==> src/rtl/execute_unit.sv <==
// Execute stage: ALU, writeback select and register, GPIO output register, and a
// sequential shift-add multiplier that stalls upstream and retires into HI/LO.
module execute_unit #(
    parameter int DATA_W = 32
) (
    input  logic                clk,
    input  logic                rst,
    input  logic [3:0]          alu_op,
    input  logic [4:0]          shamt_EX,
    input  logic [1:0]          regsel_EX,
    input  logic                enhilo_EX,
    input  logic                regwrite_EX,
    input  logic                rdrt_EX,
    input  logic                GPIO_OUT,
    input  logic                GPIO_IN,
    input  logic [DATA_W-1:0]   readdata1_EX,
    input  logic [DATA_W-1:0]   readdata2_EX,
    input  logic [4:0]          rt_EX,
    input  logic [4:0]          rd_EX,
    input  logic [DATA_W-1:0]   gpio_in,
    output logic                stall_EX,
    output logic [DATA_W-1:0]   writedata_WB,
    output logic [4:0]          regdest_WB,
    output logic                regwrite_WB,
    output logic [DATA_W-1:0]   gpio_out,
    output logic [DATA_W-1:0]   hi,
    output logic [DATA_W-1:0]   lo
);

    localparam int CNT_W = $clog2(DATA_W + 1);

    typedef enum logic [1:0] {
        IDLE,
        MUL,
        DONE
    } mul_state_t;

    mul_state_t              state;
    logic [CNT_W-1:0]        cnt;
    logic [2*DATA_W-1:0]     mcand;
    logic [DATA_W-1:0]       mplier;
    logic [2*DATA_W-1:0]     prod;
    logic                    neg;

    logic [DATA_W-1:0]       alu_result;
    logic [DATA_W-1:0]       wb_data;
    logic [4:0]              dest;
    logic                    signed_op;
    logic [DATA_W-1:0]       a_mag;
    logic [DATA_W-1:0]       b_mag;
    logic [2*DATA_W-1:0]     prod_signed;

    // NOTE: every always_comb output gets a default first so no path can infer a latch.
    always_comb begin
        alu_result = '0;
        case (alu_op)
            4'b0000: alu_result = readdata1_EX & readdata2_EX;
            4'b0001: alu_result = readdata1_EX | readdata2_EX;
            4'b0010: alu_result = ~(readdata1_EX | readdata2_EX);
            4'b0011: alu_result = readdata1_EX ^ readdata2_EX;
            4'b0100: alu_result = readdata1_EX + readdata2_EX;
            4'b0101: alu_result = readdata1_EX - readdata2_EX;
            4'b1000: alu_result = readdata2_EX << shamt_EX;
            4'b1001: alu_result = readdata2_EX >> shamt_EX;
            4'b1010: alu_result = $signed(readdata2_EX) >>> shamt_EX;
            4'b1100: alu_result = {{(DATA_W-1){1'b0}}, $signed(readdata1_EX) < $signed(readdata2_EX)};
            4'b1101: alu_result = {{(DATA_W-1){1'b0}}, readdata1_EX < readdata2_EX};
            default: alu_result = '0;
        endcase
    end

    always_comb begin
        wb_data = alu_result;
        if (GPIO_IN)
            wb_data = gpio_in;
        else if (regsel_EX == 2'b01)
            wb_data = hi;
        else if (regsel_EX == 2'b10)
            wb_data = lo;
    end

    assign dest = rdrt_EX ? rt_EX : rd_EX;

    // Multiplier works on magnitudes; the sign is reapplied once at retirement.
    assign signed_op   = (alu_op == 4'b0110);
    assign a_mag       = (signed_op && readdata1_EX[DATA_W-1]) ? -readdata1_EX : readdata1_EX;
    assign b_mag       = (signed_op && readdata2_EX[DATA_W-1]) ? -readdata2_EX : readdata2_EX;
    assign prod_signed = neg ? -prod : prod;

    assign stall_EX = !rst && ((state == IDLE && enhilo_EX) || state == MUL);

    // NOTE: sequential state uses non-blocking assignments so every register samples
    // pre-edge values regardless of statement order.
    always_ff @(posedge clk) begin
        if (rst) begin
            // NOTE: the multiplier datapath is reset along with the control state so a
            // reset mid-multiply leaves no stale partial product behind.
            state  <= IDLE;
            cnt    <= '0;
            mcand  <= '0;
            mplier <= '0;
            prod   <= '0;
            neg    <= 1'b0;
            hi     <= '0;
            lo     <= '0;
        end else begin
            case (state)
                IDLE: begin
                    if (enhilo_EX) begin
                        mcand  <= {{DATA_W{1'b0}}, a_mag};
                        mplier <= b_mag;
                        prod   <= '0;
                        neg    <= signed_op && (readdata1_EX[DATA_W-1] ^ readdata2_EX[DATA_W-1]);
                        cnt    <= '0;
                        state  <= MUL;
                    end
                end
                MUL: begin
                    if (mplier[0])
                        prod <= prod + mcand;
                    mcand  <= mcand << 1;
                    mplier <= mplier >> 1;
                    cnt    <= cnt + 1'b1;
                    if (cnt == CNT_W'(DATA_W - 1))
                        state <= DONE;
                end
                DONE: begin
                    {hi, lo} <= prod_signed;
                    state    <= IDLE;
                end
                default: state <= IDLE;
            endcase
        end
    end

    // A multiply never writes the register file, including its retiring DONE cycle.
    always_ff @(posedge clk) begin
        if (rst) begin
            writedata_WB <= '0;
            regdest_WB   <= '0;
            regwrite_WB  <= 1'b0;
            gpio_out     <= '0;
        end else if (stall_EX) begin
            writedata_WB <= '0;
            regwrite_WB  <= 1'b0;
        end else begin
            writedata_WB <= wb_data;
            regdest_WB   <= dest;
            regwrite_WB  <= regwrite_EX && !enhilo_EX;
            if (GPIO_OUT)
                gpio_out <= readdata2_EX;
        end
    end

endmodule

==> config.mk <==
export PLATFORM = sky130hd
export DESIGN_NAME = execute_unit
export DESIGN_NICKNAME = d
export VERILOG_FILES = /design/src/rtl/execute_unit.sv
export SDC_FILE = /design/constraint.sdc
export NUM_CORES = 1
export LEC_CHECK = 0
export ABC_AREA = 1
export ABC_CLOCK_PERIOD_IN_PS = 2200
export CORE_UTILIZATION = 50
export CTS_CLUSTER_DIAMETER = 40
export DETAILED_ROUTE_END_ITERATION = 16
export GPL_TIMING_DRIVEN = 0
export PLACE_DENSITY = 0.73
export SLEW_MARGIN = 20
export SYNTH_ARGS = -nofsm -noshare
export SYNTH_HDL_FRONTEND = slang
export SYNTH_SLANG_ARGS = --single-unit
==> constraint.sdc <==
create_clock -name clk -period 2.2 [get_ports clk]
set_input_delay 0.33 -clock clk [delete_from_list [all_inputs] [get_ports clk]]
set_output_delay 0.33 -clock clk [all_outputs]
set_load 0.02 [all_outputs]
==> flow_metrics.env, run 1 <==
export IMPL_synth_area_per_cell_um2=5.71
export IMPL_fp_dieW_um=247
export IMPL_worst_ep_kind="register data pin"
export IMPL_clock_sinks=303
export IMPL_synth_seq_cells=303
export IMPL_initial_core_util_pct=50.8
export IMPL_antenna_found_initial=24
export IMPL_netlist_area_um2=30100
export IMPL_top_level_ports=259
export IMPL_ys_seq_area_share_pct=20.2
export IMPL_cts_hold_buffers_added=0
export IMPL_synth_top_family_by_area="simple AND/OR/NAND/NOR gates"
export IMPL_num_rows=89
export IMPL_grt_remaining_overflow=36
export IMPL_synth_adder_area_share_pct=7.48
export IMPL_grt_use_total_pct=69.5
export IMPL_synthesis_instances=5264
export IMPL_synth_area_mux_share_pct=0.166
export IMPL_h_tree_depth=2
export IMPL_clock_path_buffers=3
export IMPL_io_buffers=251
export IMPL_toolErrorMsg="[ERROR GRT-0232] Routing congestion too high. Check the congestion heatmap in the GUI."
export IMPL_dpl_hpwl_um=133000
export IMPL_die_h_um=247
export IMPL_yosys_warnings=0
export IMPL_synth_compound_gate_area_share_pct=19.6
export IMPL_pre_cts_slack_ps=-1970
export IMPL_synth_nets=5566
export IMPL_cts_buffers=49
export IMPL_grt_worst_setup_endpoint="prod[54]$_SDFFE_PP0P_/D"
export IMPL_synth_edf_count=0
export IMPL_status="aborted with a tool error"
export IMPL_grt_max_degree=16
export IMPL_synthFlopType="dfxtp_1"
export IMPL_stop_stage="global routing"
export IMPL_synth_simple_gate_area_share_pct=38.5
export IMPL_async_flop_share_pct=0
export IMPL_gp_congestion=1.14
export IMPL_root_buffer="clkbuf_16"
export IMPL_synth_xor_area_share_pct=2.13
export IMPL_synth_cell_type_count=59
-- synth_stat cells (13+ instances only) --
| master | instances | share of area, % |
|---|---|---|
| xor2_1 | 60 | 1.7 |
| a21o_1 | 14 | 0.35 |
| nand4_1 | 59 | 1.2 |
| buf_2 | 66 | 1.1 |
| ha_1 | 175 | 7.3 |
| nand2_1 | 1437 | 18 |
| a31oi_1 | 13 | 0.27 |
| clkbuf_1 | 110 | 1.4 |
| dfxtp_1 | 303 | 20 |
| buf_1 | 25 | 0.31 |
| o211ai_1 | 73 | 1.8 |
| xnor2_1 | 13 | 0.38 |
| inv_1 | 680 | 8.5 |
| nor2_1 | 473 | 5.9 |
| or2_2 | 48 | 1.0 |
| a21oi_1 | 428 | 7.1 |
| and2_1 | 15 | 0.31 |
| nor3_1 | 67 | 1.1 |
| o21ai_1 | 32 | 0.53 |
| inv_2 | 19 | 0.24 |
| nor4_1 | 15 | 0.31 |
| o22ai_1 | 50 | 1.0 |
| nand3_1 | 549 | 9.1 |
| o221ai_1 | 26 | 0.76 |
| o21bai_1 | 23 | 0.57 |
| o21ai_0 | 376 | 6.3 |
-- logic make-up after synthesis --
family | after synthesis
AND/OR/NAND/NOR | 2716
AO/OA/AOI/OAI | 1065
buffers and inverters | 924
flip-flops | 303
adder cells (fa/ha/maj) | 178
XOR/XNOR | 73
multiplexers | 5
-- metrics by stage --
stage	instances	setup TNS, ps	hold slack, ps	cell area [um^2]	utilization (%)
3_3_place_gp	6288	-151060	437	33500	56.6
3_5_place_dp	6288	-160250	441	33500	56.6
2_1_floorplan	5264	0	421	30100	-
4_1_cts	6454	-643	123	38400	64.8
-- metal layers --
layer | GRT usage, % | GRT overflow
met5 | 16.3 | 0
met1 | 71.3 | 3
met3 | 48.3 | 2
met4 | 66.6 | 13
met2 | 90.0 | 18
-- what timing repair did --
item | 4_1_cts
setup buffers | 79
pin swaps | 90
endpoints found under the setup margin | 223
resized for setup | 1019
==> inputs of run 2 (changes only) <==
Settings changed: ABC_CLOCK_PERIOD_IN_PS 2200 to 2850, CORE_UTILIZATION 50 to 35, CTS_CLUSTER_DIAMETER 40 to unset, PLACE_DENSITY 0.73 to unset, PLACE_DENSITY_LB_ADDON set to 0.15.
Clock period 2.2 ns to 2.85 ns, I/O delays scaled along.
==> flow_metrics.env, run 2 <==
export IMPL_reg2reg_depth=12
export IMPL_vdd_ir_drop_max_uv=434
export IMPL_netlist_area_um2=30100
export IMPL_grt_max_degree=20
export IMPL_hold_viol_final=0
export IMPL_synth_nets=5566
export IMPL_area_growth_pct=19.4
export IMPL_coreArea_um2=85100
export IMPL_vias=38000
export IMPL_fp_dieW_um=295
export IMPL_max_stage_delay_ps=550
export IMPL_h_tree_depth=2
export IMPL_critPathRequiredTime_ps=3350
export IMPL_cp_max_fo=7
export IMPL_hold_path_end="mplier[17]$_SDFFE_PP0P_"
export IMPL_timing_final_ws_setup_ps=-92.9
export IMPL_synthFlopType="dfxtp_1"
export IMPL_crit_start="alu_op[2]"
export IMPL_p_leak_nw=17.0
export IMPL_setup_violations=7
export IMPL_reg2reg_slack_ps=50
export IMPL_grt_use_total_pct=38.2
export IMPL_maxCapViolCount=0
export IMPL_vias_per_cell=5.63
export IMPL_status="finished with violations"
export IMPL_synth_most_common_cell="nand2_1"
export IMPL_fin_util_pct=42.2
export IMPL_initial_core_util_pct=35.3
export IMPL_synthesis_instances=5264
export IMPL_slowest_stage="clkdlybuf4s50_1"
export IMPL_crit_top_cell="nand2_1"
export IMPL_top_level_ports=259
export IMPL_synth_seq_cells=303
export IMPL_grt_pass1_wl_um=242000
export IMPL_cp_cell_sequence="clkdlybuf4s50_1 -> inv_2 -> nand2_4 -> nor2_4 -> buf_4 -> nor2_4 -> nor2_2 -> o211ai_1 -> nand2_1 -> nor2_1 -> nand3_1 -> nand2_1 -> nand2_1 -> nand2_1 -> a21oi_1"
export IMPL_synth_top_cell_area_share_pct=20.2
export IMPL_synthTopCellsByCount="nand2_1 (1,437), inv_1 (680), nand3_1 (549)"
export IMPL_root_buffer="clkbuf_16"
export IMPL_skew_ps=25.3
export IMPL_dpl_hpwl_um=141000
export IMPL_cp_top_family="simple AND/OR/NAND/NOR gates"
export IMPL_relSlewSlack_pct=33.5
export IMPL_post_drt_wl_per_cell_um=25.3
export IMPL_fin_nets=5883
export IMPL_tritoncts="yes"
export IMPL_post_route_drc_count=0
export IMPL_layout_common_cells="nand2_1 (1,424), inv_1 (659), nand3_1 (539)"
export IMPL_critPathLaunchType="input port"
export IMPL_die_h_um=295
export IMPL_num_rows=107
export IMPL_grt_setup_unrepaired="yes"
export IMPL_cts_buffers=38
export IMPL_synth_area_leaders="dfxtp_1 (20%), nand2_1 (18%), nand3_1 (9.1%), inv_1 (8.5%), ha_1 (7.3%)"
export IMPL_io_buffers=251
export IMPL_power_total_w=0.0143
export IMPL_dpl_cell_area_um2=34000
export IMPL_stdcell_area_um2=35900
export IMPL_ys_seq_area_share_pct=20.2
export IMPL_worstPathArrival_ps=3440
export IMPL_drt_iter0_markers=4196
export IMPL_wl_um=171000
export IMPL_largest_registers="mcand (64), prod (64)"
export IMPL_maxSlewViolCount=0
export IMPL_synth_area_per_cell_um2=5.71
export IMPL_violations="setup timing"
export IMPL_path_class="input port to flop"
export IMPL_ant_nets=0
export IMPL_gp_congestion=1.17
export IMPL_synth_edf_count=0
export IMPL_die_area_um2=87100
export IMPL_final_common_cell="nand2_1"
export IMPL_clk_latency_ps=590
export IMPL_hold_class="input port to flop"
export IMPL_firstDrtPassIters=8
export IMPL_period_share_pct=103
export IMPL_async_flop_share_pct=0
export IMPL_grt_remaining_overflow=0
export IMPL_min_path_cells=4
export IMPL_yosys_warnings=0
export IMPL_layout_drive_gt1_share_pct=8.31
export IMPL_clock_sinks=303
export IMPL_rr_startpoint="prod[34]$_SDFFE_PP0P_"
export IMPL_synth_cell_type_count=59
export IMPL_timing_rr_end="prod[53]$_SDFFE_PP0P_"
export IMPL_cts_reportedPaths_clkPinSlew_ps=60
export IMPL_worst_pin_slew_ps=997
export IMPL_power_density_nw_per_um2=399
export IMPL_post_route_min_period_ps=2940
export IMPL_crit_buf_inv=3
export IMPL_clock_path_buffers=3
export IMPL_grt_pass1_vias=35100
export IMPL_yosysTopAreaCell="dfxtp_1"
export IMPL_fmaxAchievable_ghz=0.340
export IMPL_hold_path_startpoint="readdata2_EX[17]"
export IMPL_end_kind="flop"
export IMPL_antenna_found_initial=3
## run 2: area by class of cell
class	count	area [um^2]
flip-flops and latches	303	6080
clock inverters	19	250
diodes	3	7.51
multi-input cells	4037	20800
well taps	1144	1430
plain buffers	216	1000
fillers	9670	49200
clock buffers	50	1110
repair buffers	280	2530
inverters	705	2710
## run 2: worst max-delay path by stage
stage / to / slack (ps) / cells past startpoint
global route: writedata_WB[24]$_SDFF_PP0_ / -70 / 18
detailed placement: writedata_WB[24]$_SDFF_PP0_ / -1690 / 13
floorplan: writedata_WB[0]$_SDFF_PP0_ / 600 / 19
finish: writedata_WB[13]$_SDFF_PP0_ / -90 / 15
CTS: writedata_WB[24]$_SDFF_PP0_ / -160 / 13
global placement: writedata_WB[24]$_SDFF_PP0_ / -1710 / 13
## run 2: layer usage
metal	wire [um]	track usage (%)	vias up
li1	-	-	17900
met1	67300	47.0	17700
met2	74300	60.1	1924
met3	16500	8.57	492
met4	12700	24.5	4
met5	33	0	-
## run 2: repair_timing
action,CTS,global route
endpoints found under the setup margin,53,62
gates resized for setup,197,220
buffers inserted,4,25
hold buffers,0,0
pin swaps,4,11
## run 2: power by group
group,leakage (nW),switching [W],internal [W]
Sequential,2.47,0.000144,0.00442
Clock,0.656,0.00215,0.00314
Combinational,13.9,0.00323,0.00126
## run 2: stage by stage
step                hold slack [ps]  setup WS [ps]  std cells  TNS (ps)
floorplan                       421            598       5264         0
global placement                435          -1710       6659    -79350
detailed placement              439          -1690       6659    -76710
CTS                             380           -162       6730      -162
global route                    406          -69.1       6754      -116
finish                          367          -92.9       6757      -359
## run 2: logic make-up after synthesis
| group | Yosys count | share of synthesized area [%] |
|---|---|---|
| AND/OR/NAND/NOR | 2716 | 38.5 |
| XOR/XNOR | 73 | 2.13 |
| AO/OA/AOI/OAI | 1065 | 19.6 |
| multiplexers | 5 | 0.166 |
| flip-flops | 303 | 20.2 |
| adder cells (fa/ha/maj) | 178 | 7.48 |
| buffers and inverters | 924 | 12.0 |
## run 2: tightest hold or removal path: cells and delay by family
| kind | cells | cell delay, ps |
|---|---|---|
| AO/OA/AOI/OAI | 3 | 330 |
| buffers and inverters | 1 | 150 |
(Power assumes the default switching activity.)
